$ cat src/rtl/modn_count_ctrl_pkg.sv
// Purpose : shared types and helpers for the mod-N run-control sequencer.
// Latency : n/a (types, constants and a combinational helper only).
// Backpr. : n/a.
// Optional feature macro: MODN_COUNT_CTRL_PRESCALE_EN (uses PRE_W).
package modn_count_ctrl_pkg;

    typedef enum logic [1:0] {
        IDLE = 2'd0,
        RUN  = 2'd1,
        DONE = 2'd2
    } state_t;

    // Width of the optional prescaler and its reload value.
    localparam int PRE_W = 8;

    // Terminal count M-1 for a modulus field of 'width' bits. A modulus of 0
    // encodes 2^width, so subtracting 1 and masking to 'width' bits yields
    // all-ones for that case. Assumes width <= 32.
    function automatic logic [31:0] term_of(input logic [31:0] mod, input int width);
        logic [31:0] mask;
        mask = (width >= 32) ? 32'hFFFF_FFFF : ((32'd1 << width) - 32'd1);
        return (mod - 32'd1) & mask;
    endfunction

endpackage

$ cat src/rtl/modn_count_ctrl_if.sv
// Purpose : config handshake bundle between a config agent and the sequencer.
// Latency : n/a (wires only).
// Backpr. : cfg_ready low holds the requester; it keeps cfg_valid/cfg_mod stable.
// Signals : cfg_valid, cfg_ready, cfg_mod[WIDTH], cfg_oneshot,
//           cfg_pre[PRE_W] only when MODN_COUNT_CTRL_PRESCALE_EN is defined.
interface modn_count_ctrl_if
    import modn_count_ctrl_pkg::*;
#(
    parameter int WIDTH = 8
);
    logic             cfg_valid;
    logic             cfg_ready;
    logic [WIDTH-1:0] cfg_mod;
    logic             cfg_oneshot;
`ifdef MODN_COUNT_CTRL_PRESCALE_EN
    logic [PRE_W-1:0] cfg_pre;

    modport master (output cfg_valid, cfg_mod, cfg_oneshot, cfg_pre, input cfg_ready);
    modport slave  (input cfg_valid, cfg_mod, cfg_oneshot, cfg_pre, output cfg_ready);
`else
    modport master (output cfg_valid, cfg_mod, cfg_oneshot, input cfg_ready);
    modport slave  (input cfg_valid, cfg_mod, cfg_oneshot, output cfg_ready);
`endif
endinterface

$ cat src/rtl/modn_count_core.sv
// Purpose : count register with clear, enable and terminal compare; pulses wrap on return to 0.
// Latency : count and wrap are registered, updating one edge after clr/en.
// Backpr. : none; the caller gates advancement through en.
// Ports   : clk, rst_n, clr, en, term[WIDTH] -> count[WIDTH], wrap, at_term (comb).
module modn_count_core #(
    parameter int WIDTH = 8
) (
    input  logic             clk,
    input  logic             rst_n,
    input  logic             clr,
    input  logic             en,
    input  logic [WIDTH-1:0] term,
    output logic [WIDTH-1:0] count,
    output logic             wrap,
    output logic             at_term
);

    assign at_term = (count == term);

    always_ff @(posedge clk or negedge rst_n) begin
        if (!rst_n) begin
            count <= '0;
            wrap  <= 1'b0;
        end else if (clr) begin
            count <= '0;
            wrap  <= 1'b0;
        end else if (en) begin
            if (at_term) begin
                count <= '0;
                wrap  <= 1'b1;
            end else begin
                count <= count + WIDTH'(1);
                wrap  <= 1'b0;
            end
        end else begin
            wrap <= 1'b0;
        end
    end

endmodule

$ cat src/rtl/modn_count_ctrl.sv
// Purpose : run-control FSM (IDLE/RUN/DONE) for a mod-N counter, periodic or one-shot.
// Latency : count/wrap/done/busy/cfg_ready registered; first increment two edges after start.
// Backpr. : cfg_ready is low while running, so config requests wait until IDLE/DONE.
// Ports   : clk, rst_n, cfg (slave modport), start, stop -> count[WIDTH], wrap, busy, done.
// Optional: MODN_COUNT_CTRL_PRESCALE_EN adds cfg.cfg_pre and an advance prescaler.
module modn_count_ctrl
    import modn_count_ctrl_pkg::*;
#(
    parameter int WIDTH   = 8,
    parameter int DEF_MOD = 10
) (
    input  logic             clk,
    input  logic             rst_n,
    modn_count_ctrl_if.slave cfg,
    input  logic             start,
    input  logic             stop,
    output logic [WIDTH-1:0] count,
    output logic             wrap,
    output logic             busy,
    output logic             done
);

    state_t           state;
    logic [WIDTH-1:0] mod_q;
    logic             oneshot_q;
    logic             ready_q;
    logic [WIDTH-1:0] term;
    logic             xfer;
    logic             go;
    logic             clr;
    logic             en;
    logic             adv;
    logic             at_term;

    assign term = WIDTH'(term_of(32'(mod_q), WIDTH));
    assign xfer = cfg.cfg_valid && ready_q;
    // stop beats start in every state.
    assign go   = (state != RUN) && start && !stop;
    assign clr  = go || ((state == RUN) && stop);
    assign en   = (state == RUN) && !stop && adv;

`ifdef MODN_COUNT_CTRL_PRESCALE_EN
    logic [PRE_W-1:0] pre_q;
    logic [PRE_W-1:0] pre_cnt;

    assign adv = (pre_cnt == pre_q);

    // Restarts on every advance (which includes wrap) and on start/stop.
    always_ff @(posedge clk or negedge rst_n) begin
        if (!rst_n) begin
            pre_cnt <= '0;
        end else if (clr || en) begin
            pre_cnt <= '0;
        end else if (state == RUN) begin
            pre_cnt <= pre_cnt + PRE_W'(1);
        end
    end
`else
    assign adv = 1'b1;
`endif

    modn_count_core #(.WIDTH(WIDTH)) u_core (
        .clk     (clk),
        .rst_n   (rst_n),
        .clr     (clr),
        .en      (en),
        .term    (term),
        .count   (count),
        .wrap    (wrap),
        .at_term (at_term)
    );

    always_ff @(posedge clk or negedge rst_n) begin
        if (!rst_n) begin
            state     <= IDLE;
            mod_q     <= WIDTH'(DEF_MOD);
            oneshot_q <= 1'b0;
            ready_q   <= 1'b1;
            busy      <= 1'b0;
            done      <= 1'b0;
`ifdef MODN_COUNT_CTRL_PRESCALE_EN
            pre_q     <= '0;
`endif
        end else begin
            case (state)
                IDLE, DONE: begin
                    if (xfer) begin
                        mod_q     <= cfg.cfg_mod;
                        oneshot_q <= cfg.cfg_oneshot;
`ifdef MODN_COUNT_CTRL_PRESCALE_EN
                        pre_q     <= cfg.cfg_pre;
`endif
                        done      <= 1'b0;
                        state     <= IDLE;
                    end
                    // A same-cycle config is already latched for this run.
                    if (go) begin
                        state   <= RUN;
                        done    <= 1'b0;
                        busy    <= 1'b1;
                        ready_q <= 1'b0;
                    end
                end
                RUN: begin
                    if (stop) begin
                        state   <= IDLE;
                        busy    <= 1'b0;
                        ready_q <= 1'b1;
                    end else if (en && at_term && oneshot_q) begin
                        state   <= DONE;
                        done    <= 1'b1;
                        busy    <= 1'b0;
                        ready_q <= 1'b1;
                    end
                end
                default: begin
                    state   <= IDLE;
                    busy    <= 1'b0;
                    ready_q <= 1'b1;
                end
            endcase
        end
    end

    assign cfg.cfg_ready = ready_q;

endmodule

$ cat src/flat_wrapper.sv
// flat-port wrapper written by rule: the top's interface ports become plain ports
module modn_count_ctrl_flat import modn_count_ctrl_pkg::*;
#(
    parameter int WIDTH   = 8,
    parameter int DEF_MOD = 10
)
  (clk, rst_n, start, stop, count, wrap, busy, done, cfg_cfg_valid, cfg_cfg_mod, cfg_cfg_oneshot, cfg_cfg_ready);
  modn_count_ctrl_if #(.WIDTH(WIDTH)) cfg_i ();
  input  logic clk;
  input  logic rst_n;
  input  logic start;
  input  logic stop;
  output logic [WIDTH-1:0] count;
  output logic wrap;
  output logic busy;
  output logic done;
  input wire logic [$bits(cfg_i.cfg_valid)-1:0] cfg_cfg_valid;
  input wire logic [$bits(cfg_i.cfg_mod)-1:0] cfg_cfg_mod;
  input wire logic [$bits(cfg_i.cfg_oneshot)-1:0] cfg_cfg_oneshot;
  output wire logic [$bits(cfg_i.cfg_ready)-1:0] cfg_cfg_ready;
  assign cfg_i.cfg_valid = cfg_cfg_valid;
  assign cfg_i.cfg_mod = cfg_cfg_mod;
  assign cfg_i.cfg_oneshot = cfg_cfg_oneshot;
  assign cfg_cfg_ready = cfg_i.cfg_ready;
  modn_count_ctrl #(.WIDTH(WIDTH), .DEF_MOD(DEF_MOD)) u_core (.clk(clk), .rst_n(rst_n), .cfg(cfg_i), .start(start), .stop(stop), .count(count), .wrap(wrap), .busy(busy), .done(done));
endmodule
$ cat config.mk
export PLATFORM = sky130hd
export DESIGN_NAME = modn_count_ctrl_flat
export DESIGN_NICKNAME = d
export VERILOG_FILES = /design/src/rtl/modn_count_ctrl_pkg.sv /design/src/rtl/modn_count_ctrl_if.sv /design/src/rtl/modn_count_core.sv /design/src/rtl/modn_count_ctrl.sv /design/src/flat_wrapper.sv
export SDC_FILE = /design/constraint.sdc
export NUM_CORES = 1
export LEC_CHECK = 0
export ABC_AREA = 1
export BUFFER_PORTS_ARGS = -buffer_cell sky130_fd_sc_hd__buf_2
export CAP_MARGIN = 20
export CORE_ASPECT_RATIO = 1.25
export CORE_UTILIZATION = 58
export DETAILED_ROUTE_END_ITERATION = 7
export PLACE_DENSITY = 0.92
export SLEW_MARGIN = 20
export SYNTH_ARGS = -nofsm -noshare
export SYNTH_HDL_FRONTEND = slang
export SYNTH_SLANG_ARGS = --single-unit
$ cat constraint.sdc
create_clock -name clk -period 5 [get_ports clk]
set_input_delay 1 -clock clk [delete_from_list [all_inputs] [get_ports clk]]
set_output_delay 1 -clock clk [all_outputs]
set_load 0.05 [all_outputs]
# After elaboration in Yosys (flattened, before gate mapping)
# Cells that the tools add are included.
# Widths: inputs -> output; s select.
[word_totals] regBits=23 rom_bits=0 word_cells=59 mem_count=0 latchBits=0 mem_bits_rw=0
[classes] magnitude_cmp=0 eq_ne=9 n_reduce_logical=17 mux=23 n_div=0 multipliers=0 shift=0 bitwise=0 n_addsub=2
[op_table] operator="$mux 8" count=3
[op_table] operator="$mux 1" count=12
[op_table] operator="$add 8x1->8 const B" count=1
[op_table] operator="$eq 8x8->1" count=1
[op_table] operator="$mux 2" count=4
[op_table] operator="$sub 8x1->8 const B" count=1
[op_table] operator="$logic_and 1x1->1" count=7
[op_table] operator="$pmux 1 s2" count=3
[op_table] operator="$reduce_and 2->1" count=3
[op_table] operator="$ne 2x1->1 const B" count=2
[op_table] operator="$ne 2x2->1 const B" count=2
[op_table] operator="$pmux 2 s2" count=1
[op_table] operator="$reduce_and 4->1" count=1
[op_table] operator="$reduce_bool 2->1" count=2
[op_table] operator="$ne 3x1->1 const B" count=1
[op_table] operator="$ne 3x3->1 const B" count=1
[op_table] operator="$eq 2x1->1 const B" count=1
[op_table] operator="$eq 2x2->1 const B" count=1
[op_table] operator="$logic_not 2->1" count=1
[op_table] operator="$reduce_or 2->1" count=1
[op_table] operator="$logic_not 1->1" count=1
[op_table] operator="$logic_or 1x1->1" count=1

# Logic depth before layout (Yosys ltp)
[logic_depth] depth_word=7 depth_mapped=14

# Modules after synthesis
# From an unflattened synthesis, not the netlist that was laid out.
[unflattened] hier_cells=181 area_unflattened_um2=1430.1
[by_module_without_submodules] module="modn_count_ctrl" cells_each=91 n_inst=1 area_per_inst_um2=778.2
[by_module_without_submodules] module="modn_count_core" cells_each=90 n_inst=1 area_per_inst_um2=651.9

# Least setup slack after synthesis
# Ideal clock, no wire load.
[synth_timing] path_type="input to register" startpoint="in stop" endpoint="reg u_core.u_core.count[6]" setup_ps=123 path_buffers=0 arrival_time_ps=1850 slack_ps=3027 required_ps=4877 stages=8 path_cell_list="inv_1 > nand2_1 > nand2_4 > nand3_2 > nand3b_1 > nor2_2 > xor2_1 > a21oi_1"
[synth_between] elab_chain_len=4
[synth_rtl] item="from (decl)" line="flat_wrapper.sv:12" rtl="input logic stop;"
[synth_rtl] item="$logic_not 1->1" line="modn_count_ctrl.sv:38, modn_count_ctrl.sv:40"
[synth_rtl] item="$logic_and 1x1->1" line="modn_count_ctrl.sv:38" rtl="assign go = (state != RUN) && start && !stop;"
[synth_rtl] item="$logic_or 1x1->1" line="modn_count_ctrl.sv:39" rtl="assign clr = go || ((state == RUN) && stop);"
[synth_rtl] item="$mux 8 / $reduce_bool 2->1 (equally long branches)"
[synth_rtl] item="to (signal assigned)" line="modn_count_core.sv:32" rtl="count <= count + WIDTH'(1);"
[synth_rtl] item="to (decl)" line="modn_count_core.sv:13" rtl="output logic [WIDTH-1:0] count,"
# Several ways; a longest one is shown, not always the timed one.
# A chain may end at the register's enable or synchronous reset.

# Worst setup path after layout
[layout_timing] startpoint="reg u_core.ready_q (netlist: u_core.cfg.cfg_ready)" endpoint="out cfg_cfg_ready"
[layout_rtl] item="from (decl)" line="modn_count_ctrl.sv:26" rtl="logic ready_q;"
[layout_rtl] item="from (signal assigned)" line="modn_count_ctrl.sv:78" rtl="ready_q <= 1'b1;"
[layout_rtl] item="from (signal assigned)" line="modn_count_ctrl.sv:101" rtl="ready_q <= 1'b0;"
[layout_rtl] item="from (signal assigned)" line="modn_count_ctrl.sv:108" rtl="ready_q <= 1'b1;"
[layout_rtl] item="to (decl)" line="flat_wrapper.sv:20" rtl="output wire logic [$bits(cfg_i.cfg_ready)-1:0] cfg_cfg_ready;"
# No word-level cell between the ends.

==> qor.yml <==
status: "finished clean"
clockRootBuffer: "clkbuf_4"
leakage_nw: 0.811
min_path_cells: 2
clk_latency_ps: 330
cp.arrival_ps: 1160
clkSinkCount: 23
cts_inserted_buffers: 3
fillers: 190
drtIter0Drc: 47
grt_util_all_layers_pct: 27.3
start_kind: "flip-flop"
synth_compound_area_share_pct: 5.98
min-delay-start: "u_core.busy$_DFFE_PN0P_"
synth_seq_area_share_pct: 43.3
fin_worst_skew_ps: 5.55
synthAdderAreaFrac_pct: 1.87
synth-simple-area-share_pct: 36.3
start_util_pct: 61.2
path_class: "flip-flop to output pin"
slew_headroom_pct: 56.6
rows: 19
critPathMaxFanout: 4
grt_max_degree: 24
min_to: "u_core.busy$_DFFE_PN0P_"
synth.area.mux_share_pct: 2.52
io_pins: 26
overflow: 0
grt_pass1_vias: 1184
r2r_start: "u_core.mod_q[1]$_DFFE_PN1P_"
critPathBufInv: 1
vias_per_cell: 5.32
drive_gt1_share_pct: 29.3
ctsResizeCount: 0
synth_area_per_cell_um2: 7.88
synth_cell_types: 27
synth_top_family_by_area: "simple AND/OR/NAND/NOR gates"
dp_cells: 225
register_area_um2: 579
area_growth_pct: 13.9
dpl.hpwl_mm: 2.27
synthesis.area_um2: 1340
cts_buffer_depth: 2
cts_hold_buf: 0
ant_nets: 0
multi_input_area_um2: 677
die_h_um: 55.7
clk_pin_slew_ps: 120
cp.depth: 1
crit_required_ps: 4000
synth_cells: 170
cp_slowest_cell: "dfstp_2"
die_w_um: 45.0
rsz0062_at_grt: "false"
antenna_found_initial: 0
synth_xor_area_share_pct: 3.93
hold_class: "flip-flop to flip-flop"
finalSetupViolCount: 0
layout_commonest_cell: "nand2_1"
fin_cells: 229
htreeDepth: 1
drt_pass1_iterations: 4
fin_setup_tns_ps: 0
synth-seq-cells: 23
drv_cap: 0
grt_pass1_wl_mm: 5.02
worstMarginPinSlew_ps: 649
path_cells: "buf_2"
drc: 0
cp_top_family: "flip-flops"
rrSetupSlack_ps: 3000
port_buffers: 25
fin_crit_sh_pct: 43.3
cts_post_setup_buffers_inserted: 0
yosysWarnings: 0
dr_total_vias: 1219
gp_congestion: 0.880
avgRoutedWirePerCell_um: 12.9
die_area_um2: 2510
powerDensity_nw_per_um2: 460
cts_tree: "done"
worstRegToRegCells: 14
fin_crit_ps: 2160
slew_viol_final: 0
fp.coreArea_um2: 2190
wl_mm: 2.96
fmax_mhz: 462
hold_viol_final: 0
reg2reg_to: "u_core.busy$_DFFE_PN0P_"
layout_common_cells: "nand2_1, buf_2, dfrtp_1, inv_1, nor2_1"
diodes: 0
fin_nets: 215
crit_path_end_kind: "output pin"
synthesis.nets: 186
cpPeakStageDelay_ps: 580
irDropWorstVdd_uv: 351
-- state kept, by name (all words and copies together) (netlist names) --
signal	flops
u_core.done	1
u_core.mod_q	8
u_core.busy	1
u_core.u_core.count	8
u_core.state	2
u_core.oneshot_q	1
u_core.cfg.cfg_ready	1
u_core.u_core.wrap	1
-- layer usage --
metal	vias to the layer above	wire length, µm	part of all wire (%)	track usage, %
li1	598	-	-	-
met1	571	1200	40	32.5
met2	39	1540	52	46.6
met3	11	120	4.1	3.25
met4	0	104	3.5	13.4
met5	-	0	0	0
-- cell type report --
cell class              instances  share of cell area, %
inverters                      21                   5.17
clock buffers                   4                   1.72
repair buffers                 25                   8.20
flip-flops and latches         23                   38.0
well taps                      31                   2.54
multi-input cells             125                   44.4
-- cell usage after synthesis (all sizes together) --
cell | number | area [µm²]
o22ai | 1 | 6.26
inv | 21 | 78.8
nor3 | 2 | 10.0
xnor2 | 1 | 8.76
xor2 | 5 | 43.8
nand2 | 55 | 239
nand3 | 15 | 85.1
dfrtp | 20 | 500
dfstp | 3 | 78.8
a21oi | 10 | 53.8
and3 | 3 | 18.8
nor2 | 21 | 106
nand3b | 1 | 7.51
o21ai | 4 | 20.0
mux2 | 3 | 33.8
ha | 2 | 25.0
clkbuf | 1 | 3.75
nand4 | 2 | 18.8
-- report_power, final --
group	switching, mW	internal [mW]	total (mW)
clock	0.0583	0.0313	0.0896
sequential	0.0524	0.244	0.296
combinational	0.213	0.104	0.317
-- kinds of logic (layout without fill, tap and decap cells) --
group	Yosys count	count (layout)
and+or+nand+nor	99	99
AOI/OAI and AO/OA	15	15
muxes	3	3
xor gates and xnor gates	6	6
DFF	23	23
buffers and inverters	22	50
adders and majority gates	2	2
-- metrics by stage --
| step | area (µm²) | power (mW) | utilization (%) | hold WS, ps | setup WS, ps |
|---|---|---|---|---|---|
| after global routing | 1530 | 0.751 | 69.7 | 508 | 2820 |
| after global placement | 1500 | 0.594 | 68.5 | 450 | 2890 |
| after floorplan | 1340 | 0.534 | - | 470 | 3030 |
| final | 1530 | 0.702 | 69.7 | 492 | 2840 |
| after detailed placement | 1500 | 0.612 | 68.5 | 464 | 2810 |
| after CTS | 1530 | 0.701 | 69.7 | 495 | 2840 |
-- worst max path at each step --
stage,endpoint,startpoint,slack (ps)
final,cfg_cfg_ready,u_core.cfg.cfg_ready$_DFFE_PN1P_,2840
after detailed placement,u_core.u_core.count[6]$_DFFE_PN0P_,stop,2810
after CTS,cfg_cfg_ready,u_core.cfg.cfg_ready$_DFFE_PN1P_,2840
after floorplan,u_core.u_core.count[6]$_DFFE_PN0P_,stop,3030
after global placement,u_core.u_core.count[6]$_DFFE_PN0P_,stop,2890
after global routing,cfg_cfg_ready,u_core.cfg.cfg_ready$_DFFE_PN1P_,2820
Power figures use the tool's default switching activity.
